File: config.mk
export PLATFORM = sky130hd
export DESIGN_NAME = multicycle_adder
export DESIGN_NICKNAME = d
export VERILOG_FILES = /design/src/rtl/adder_pkg.sv /design/src/rtl/chunk_adder.sv /design/src/rtl/multicycle_adder.sv
export SDC_FILE = /design/constraint.sdc
export NUM_CORES = 1
export LEC_CHECK = 0
export ABC_AREA = 1
export CAP_MARGIN = 20
export CORE_UTILIZATION = 45
export CTS_BUF_LIST = sky130_fd_sc_hd__clkbuf_4
export DETAILED_ROUTE_END_ITERATION = 16
export DONT_BUFFER_PORTS = 1
export SYNTH_ARGS = -nofsm -noshare
export SYNTH_HDL_FRONTEND = slang
export SYNTH_HIERARCHICAL = 1
export SYNTH_SLANG_ARGS = --single-unit
File: constraint.sdc
create_clock -name clk -period 2.85 [get_ports clk]
set_input_delay 0.4275 -clock clk [delete_from_list [all_inputs] [get_ports clk]]
set_output_delay 0.4275 -clock clk [all_outputs]
set_load 0.1 [all_outputs]
File: src/rtl/adder_pkg.sv
// adder_pkg: shared state encoding, default sizes and index-width helper for the multicycle adder.
package adder_pkg;
    typedef enum logic [1:0] {IDLE, RUN, DONE} state_e;
    localparam int DEF_WIDTH = 32;
    localparam int DEF_CHUNK = 4;
    function automatic int idx_bits(input int n);
        return (n > 1) ? $clog2(n) : 1;
    endfunction
endpackage

File: src/rtl/chunk_adder.sv
// chunk_adder: CHUNK-bit adder slice returning sum, carry-out and the carry into its MSB.
module chunk_adder #(
    parameter int CHUNK = 4
) (
    input  logic [CHUNK-1:0] a_i,
    input  logic [CHUNK-1:0] b_i,
    input  logic             cin_i,
    output logic [CHUNK-1:0] sum_o,
    output logic             cout_o,
    output logic             cmsb_o
);
    assign {cout_o, sum_o} = {1'b0, a_i} + {1'b0, b_i} + {{CHUNK{1'b0}}, cin_i};
    // The MSB sum bit is a^b^cin, so the carry into it falls out by XOR.
    assign cmsb_o = a_i[CHUNK-1] ^ b_i[CHUNK-1] ^ sum_o[CHUNK-1];
endmodule

File: src/rtl/multicycle_adder.sv
// multicycle_adder: adds or subtracts two WIDTH-bit operands CHUNK bits per clock, LSB chunk first,
// behind a valid/ready handshake on both sides.
module multicycle_adder
    import adder_pkg::*;
#(
    parameter int WIDTH = DEF_WIDTH,
    parameter int CHUNK = DEF_CHUNK
) (
    input  logic             clk,
    input  logic             reset,
    input  logic             in_valid,
    output logic             in_ready,
    input  logic [WIDTH-1:0] a,
    input  logic [WIDTH-1:0] b,
    input  logic             subtract,
    output logic             out_valid,
    input  logic             out_ready,
    output logic [WIDTH-1:0] sum,
    output logic             carryout,
    output logic             overflow,
    output logic             busy
);
    localparam int NCHUNK = WIDTH / CHUNK;
    localparam int IW = idx_bits(NCHUNK);
    localparam logic [IW-1:0] LAST = IW'(NCHUNK - 1);

    state_e state_q, state_d;
    logic [IW-1:0] idx_q, idx_d;
    logic [WIDTH-1:0] a_q, a_d, b_q, b_d, sum_q, sum_d;
    logic carry_q, carry_d, ovf_q, ovf_d;
    logic [CHUNK-1:0] chunk_sum;
    logic chunk_cout, chunk_cmsb;

    chunk_adder #(.CHUNK(CHUNK)) u_chunk (
        .a_i   (a_q[idx_q*CHUNK +: CHUNK]),
        .b_i   (b_q[idx_q*CHUNK +: CHUNK]),
        .cin_i (carry_q),
        .sum_o (chunk_sum),
        .cout_o(chunk_cout),
        .cmsb_o(chunk_cmsb)
    );

    always_comb begin
        state_d = state_q;
        idx_d   = idx_q;
        a_d     = a_q;
        b_d     = b_q;
        sum_d   = sum_q;
        carry_d = carry_q;
        ovf_d   = ovf_q;
        case (state_q)
            IDLE: if (in_valid) begin
                a_d     = a;
                b_d     = b ^ {WIDTH{subtract}};
                carry_d = subtract;
                ovf_d   = 1'b0;
                idx_d   = '0;
                state_d = RUN;
            end
            RUN: begin
                sum_d[idx_q*CHUNK +: CHUNK] = chunk_sum;
                carry_d = chunk_cout;
                idx_d   = (idx_q == LAST) ? '0 : idx_q + 1'b1;
                if (idx_q == LAST) begin
                    ovf_d   = chunk_cmsb ^ chunk_cout;
                    state_d = DONE;
                end
            end
            DONE: if (out_ready) state_d = IDLE;
            default: state_d = IDLE;
        endcase
    end

    always_ff @(posedge clk) begin
        if (reset) begin
            state_q <= IDLE;
            idx_q   <= '0;
            a_q     <= '0;
            b_q     <= '0;
            sum_q   <= '0;
            carry_q <= 1'b0;
            ovf_q   <= 1'b0;
        end else begin
            state_q <= state_d;
            idx_q   <= idx_d;
            a_q     <= a_d;
            b_q     <= b_d;
            sum_q   <= sum_d;
            carry_q <= carry_d;
            ovf_q   <= ovf_d;
        end
    end

    assign in_ready  = (state_q == IDLE);
    assign out_valid = (state_q == DONE);
    assign busy      = (state_q == RUN);
    assign sum       = sum_q;
    assign carryout  = carry_q;
    assign overflow  = ovf_q;
endmodule

* Yosys cells after proc, flatten, opt, wreduce, memory -nomap -nowiden *
Index checks and enable logic that the tools add are counted.

storage, ports and cells
  register bits = 103
  input bits = 69
  output and inout port bits = 37
  word-level logic and storage cells = 44

cells by class
  add/subtract/negate cells = 4
  equal/unequal tests = 6
  shift-type cells = 4
  multiplexer cells = 13
  bitwise gates (word level) = 4
  reduce and logical (&&, ||, !) cells = 6

operator list
  kind                       number
  $shiftx A32 B6 Y4          2
  $neg A5 Y34                1
  $shift A4 B34 Y32 const A  1
  $shiftx A4 B34 Y32         1
  $bwmux W32                 1
  $xor A32 B32 Y32           1
  $mux W2                    3
  $mux W3                    2
  $pmux W2 S3                1
  $pmux W3 S2                1
  $reduce_and A3 Y1          2
  $add A4 B4 Y5              1
  $add A5 B1 Y5              1
  $ne A2 B1 Y1 const B       2
  $pmux W1 S2                2
  $reduce_and A2 Y1          2
  $add A3 B1 Y3 const B      1
  $eq A3 B3 Y1 const B       1
  $mux W1                    3
  $xor A1 B1 Y1              3
  $eq A2 B1 Y1 const B       1
  $eq A2 B2 Y1 const B       1
  $logic_not A2 Y1           1
  $ne A2 B2 Y1 const B       1
  $reduce_bool A2 Y1         1

* Longest topological paths before layout *
  word-level depth = 7
  mapped depth = 17
  gate-level depth less buffers = 15

* By module *
Netlist, hierarchy kept.

by module, submodules not included
  module            instances  cells an instance  area an instance (um^2)  sequential area each (um^2)
  multicycle_adder  1          734                5,086.1                  2,062.0
  chunk_adder       1          26                 168.9                    0.0

* Worst setup path before layout *
Ideal clock, no wire load.

  path kind = flip-flop to flip-flop
  from = register idx_q[0]
  to = register sum_q[5], in the netlist sum[5]
  setup time = 64 ps
  arrival = 2,457 ps
  required time = 2,786 ps
  setup slack = 329 ps
  cell stages (with the launch flop) = 15
  path buffers = 3
  cells stage by stage = dfxtp_1 -> buf_4 -> buf_2 -> buf_2 -> nand2_1 -> o211ai_1 -> nand3_1 -> fa_1 -> inv_1 -> fa_1 -> inv_1 -> nand3_1 -> nor2_1 -> o21ai_0 -> nor2_1

on the way
  longest elaborated chain between the ends = 5
  elaborated cells between the ends (all ways) = 8

RTL lines
  what                                         RTL line                                        RTL
  start: declaration                           multicycle_adder.sv:28                          logic [IW-1:0] idx_q, idx_d;
  start signal: assignment                     multicycle_adder.sv:85                          idx_q <= idx_d;
  $shiftx A32 B6 Y4, on equally long branches  multicycle_adder.sv:35, multicycle_adder.sv:36
  $add A4 B4 Y5 *                              chunk_adder.sv:12                               assign {cout_o, sum_o} = {1'b0, a_i} + {1'b0, b_i} + {{CHUNK{1'b0}}, cin_i};
  $add A5 B1 Y5 *                              chunk_adder.sv:12
  net chunk_sum[1]                             multicycle_adder.sv:31                          logic [CHUNK-1:0] chunk_sum;
  $shiftx A4 B34 Y32 *                         multicycle_adder.sv:61                          sum_d[idx_q*CHUNK +: CHUNK] = chunk_sum;
  $bwmux W32 *                                 multicycle_adder.sv:61
  end signal: assignment                       multicycle_adder.sv:88                          sum_q <= sum_d;
  end: declaration                             multicycle_adder.sv:29                          logic [WIDTH-1:0] a_q, a_d, b_q, b_d, sum_q, sum_d;

Mark *: on every way through the listed nets, which the timed path passes. The rest lies on a longest branch.
A chain may end at the register's enable or synchronous reset.

* Worst setup path after layout *
Same ends and word-level chain as after synthesis.

==> implementation parameters <==
Parameter                              Value

Power
  Power per unit of standard cell area ... 534 nW/um^2
  Static leakage ... 2.41 nW
  Maximum VDD drop ... 0.309 mV

Routing
  Routed wire per std cell ... 13.9 um
  Pre-Repair DR Iteration Count ... 5
  Total number of vias ... 4510
  Average via count per standard cell ... ~5.0
  Number of nets still failing antenna checks after routing ... 0
  Wire length after detailed routing ... 12400 um
  Total DRC errors in the routed layout ... 0
  Detailed router's first-iteration violation count ... between 150 and 200

Finish
  Final Core Density ... 0.482
  Synth-to-layout area growth ... 4.76%
  Multi-input gate area in the final layout ... about 2700 um^2
  Layout cells sized above 1 ... 0.0705
  Sequential cell area ... 2070 um^2
  Antenna diode count ... 0
  Final net count ... 829
  Number of fillers in the final layout ... 1247
  Total non-filler cell area in the finished layout ... about 5500 um^2

Yosys
  Largest area contributor in the netlist ... sky130_fd_sc_hd__dfxtp_1
  Synth Cell Area ... 5260 um^2
  Leading cell types by total area after synthesis ... sky130_fd_sc_hd__dfxtp_1 (39%), sky130_fd_sc_hd__nand2_1 (10%), sky130_fd_sc_hd__nor2_1 (9.7%), sky130_fd_sc_hd__o21ai_0 (7.9%), sky130_fd_sc_hd__a21oi_1 (6.1%)
  Post-Synthesis Mean Instance Area ... 6.91 um^2
  Share of flip-flops with an asynchronous set or reset after synthesis ... 0
  Synth Instances ... 760
  Number of flops mapped to enable cells by yosys ... 0
  Top flip-flop cell by instance count after synthesis ... sky130_fd_sc_hd__dfxtp_1
  Sequential fraction of the synthesis area ... 0.392
  Number of storage elements in the synthesis netlist ... 103
  Count leader, synth ... sky130_fd_sc_hd__nand2_1
  Most common library cells after synthesis ... sky130_fd_sc_hd__nand2_1 (144), sky130_fd_sc_hd__nor2_1 (136), sky130_fd_sc_hd__dfxtp_1 (103)
  Area share of the leading cell type in the synthesized netlist ... 0.392
  Nets in the synthesized netlist ... 841
  Netlist cell types ... 29
  Synth warn ... 6

STA
  Fmax ... 0.389 GHz
  Final count of hold timing violations ... 0
  Period Utilization, post-route ... 0.903
  Unrepaired setup endpoints after global routing ... no
  Worst relative slew slack ... 0.297
  Transition time at the pin with the least slew margin ... roughly 1.1 ns
  Setup TNS ... 0 ns
  Max-slew violations ... 0
  Total of endpoints with negative setup slack in the final report ... 0
  Clk_skew ... 0.0119 ns
  Hold Slack ... roughly 0.14 ns
  Shortest clock period the worst path allows after layout ... approximately 2.6 ns

Clock tree
  Library cell used as clock root buffer ... sky130_fd_sc_hd__clkbuf_4
  CTS HTree Levels ... 3
  Worst skew pair latency ... 0.45 ns
  Buffer depth of the longest clock path ... 2
  Sinks on Clock Net ... 103
  TritonCTS clock tree ... built
  CTS clock-pin slew for the worst setup and hold paths ... 0.15 ns
  Number of buffers added for setup after CTS ... 0
  Number of buffers created by CTS ... 9

GRT
  Total routing resource utilization after global routing ... 0.211
  Via count of the first global-routing pass ... 4076
  Total global routing overflow ... 0
  Number of antenna violations at the first check in global routing ... 0
  Wire length of the first global-routing pass ... 19700 um
  Largest net degree at the start of global routing ... around 60

Min path
  Worst min-delay path category ... primary input to flip-flop
  Hold path depth ... 2
  Hold worst-path end ... a_q[19]$_SDFFE_PP0P_
  Hold path startpoint ... a[19]

Placement
  Count of port buffers added during placement ... 0
  Area post-placement ... 5320 um^2
  Hpwl dp ... between 9000 and 10000 um
  Routability congestion estimate ... about 0.79

Worst setup path
  Crit Path Class ... flip-flop to flip-flop
  Worst setup path startpoint ... idx_q[0]$_SDFFE_PP0P_
  Signal arrival time at the worst endpoint ... 2.98 ns
  Largest fanout on the critical path ... 12
  Length in cells of the worst reg-to-reg path ... 15
  Critical Path Start Type ... flip-flop
  Required time of the worst setup path ... 3.25 ns
  Worst Setup End Kind ... flip-flop
  R2R Path Start ... idx_q[0]$_SDFFE_PP0P_
  Setup slack on the worst flop-to-flop path ... 0.28 ns
  Capture point of the worst reg-to-reg path ... sum[5]$_SDFFE_PP0P_

Floorplan
  Number of core rows ... 39
  Initial cell density of the core ... 0.460
  Std-Cell Core Area ... 11400 um^2
  Die outline area ... approximately 12000 um^2
  Horizontal die dimension ... 110 um
  Count of pins on the block boundary ... ~110
  Die Height ... 110 um

Job
  MaxCap Viol Count ... 0

Outcome
  Status ... complete, no violations
-- cells in the final DEF, fill, tap and decap left out, drive strengths merged, types with 3 or more instances in the layout --
master       instances
a21oi               64
a31oi                3
buf                 16
clkbuf               9
clkinv               4
dfxtp              103
dlygate4sd3          5
ha                  10
inv                 78
nand2              147
nand3               34
nor2               144
nor3                 3
o211ai               6
o21ai               85
xor2                32
-- metrics by stage --
step	power, mW	instances	setup WS, ns
finish	2.94	895	0.276
global route	3.14	895	0.00921
CTS	2.95	894	0.158
detailed placement	2.30	875	0.184
global placement	2.28	875	0.273
floorplan	2.17	760	0.329
-- report_power, final --
group	internal [mW]	total, mW	switching, mW
sequential	1.53	1.63	0.104
clock	0.172	0.654	0.482
combinational	0.223	0.655	0.433
-- sequential cells by signal, summed over array words and instances, names as in the netlist --
register / flops
overflow: 1
sum: 32
state_q: 2
carryout: 1
a_q: 32
b_q: 32
idx_q: 3
-- layout make-up --
cell class / count / area share
Clock buffer: 9 / 0.0123
Clock inverter: 6 / 0.00682
Inverter: 78 / 0.0536
Multi-Input combinational cell: 535 / 0.486
Sequential cell: 103 / 0.375
Tap cell: 143 / 0.0325
Timing Repair Buffer: 21 / 0.0339
-- layer usage --
metal	part of all wire	wire length (um)	global-route usage	vias up
met2	0.47	5770	0.335	108
li1	-	-	-	2365
met1	0.48	5920	0.296	2031
met4	0.0065	81	0.0486	0
met3	0.050	623	0.0406	6
met5	0	0	0	-
-- cell families (layout without fill, tap and decap cells) --
kind of cell | count (synthesis) | count (layout) | synth area share
XOR/XNOR | 34 | 34 | 0.0567
adder cells (fa/ha/maj) | 12 | 12 | 0.0314
AO/OA/AOI/OAI | 159 | 159 | 0.155
flip-flops | 103 | 103 | 0.392
AND/OR/NAND/NOR | 330 | 330 | 0.261
buffers and inverters | 122 | 114 | 0.103
-- how the worst max path moves through the flow --
stage                             to  slack (ns)  depth (start not counted)
5_1_grt        overflow$_SDFFE_PP0P_       0.009                         15
2_1_floorplan    sum[5]$_SDFFE_PP0P_        0.33                         14
4_1_cts         sum[30]$_SDFFE_PP0P_        0.16                         13
3_3_place_gp    sum[14]$_SDFFE_PP0P_        0.27                         13
6_report         sum[5]$_SDFFE_PP0P_        0.28                         15
3_5_place_dp    sum[14]$_SDFFE_PP0P_        0.18                         13
-- what timing repair did --
item / 4_1_cts / 5_1_grt
hold buffers: 4 / 1
gates resized for setup: 0 / 8
endpoints found under the setup margin: 0 / 13
hold endpoints to repair: 5 / 6
-- worst max-delay path, stage by stage, from the launching register on --
cell and delay, ns:
sky130_fd_sc_hd__dfxtp_4 0.40, sky130_fd_sc_hd__buf_4 0.17, sky130_fd_sc_hd__nor2_1 0.08, sky130_fd_sc_hd__nor2_1 0.05
sky130_fd_sc_hd__nand2_1 0.05, sky130_fd_sc_hd__o21ai_0 0.09, sky130_fd_sc_hd__nor2_1 0.12, sky130_fd_sc_hd__nor2_1 0.08
sky130_fd_sc_hd__fa_2 0.40, sky130_fd_sc_hd__inv_1 0.08, sky130_fd_sc_hd__fa_1 0.40, sky130_fd_sc_hd__inv_1 0.15
sky130_fd_sc_hd__nand3_1 0.12, sky130_fd_sc_hd__nor2_1 0.14, sky130_fd_sc_hd__o21ai_0 0.10, sky130_fd_sc_hd__nor2_1 0.09
Note: power is estimated with default switching activity, not from simulation.
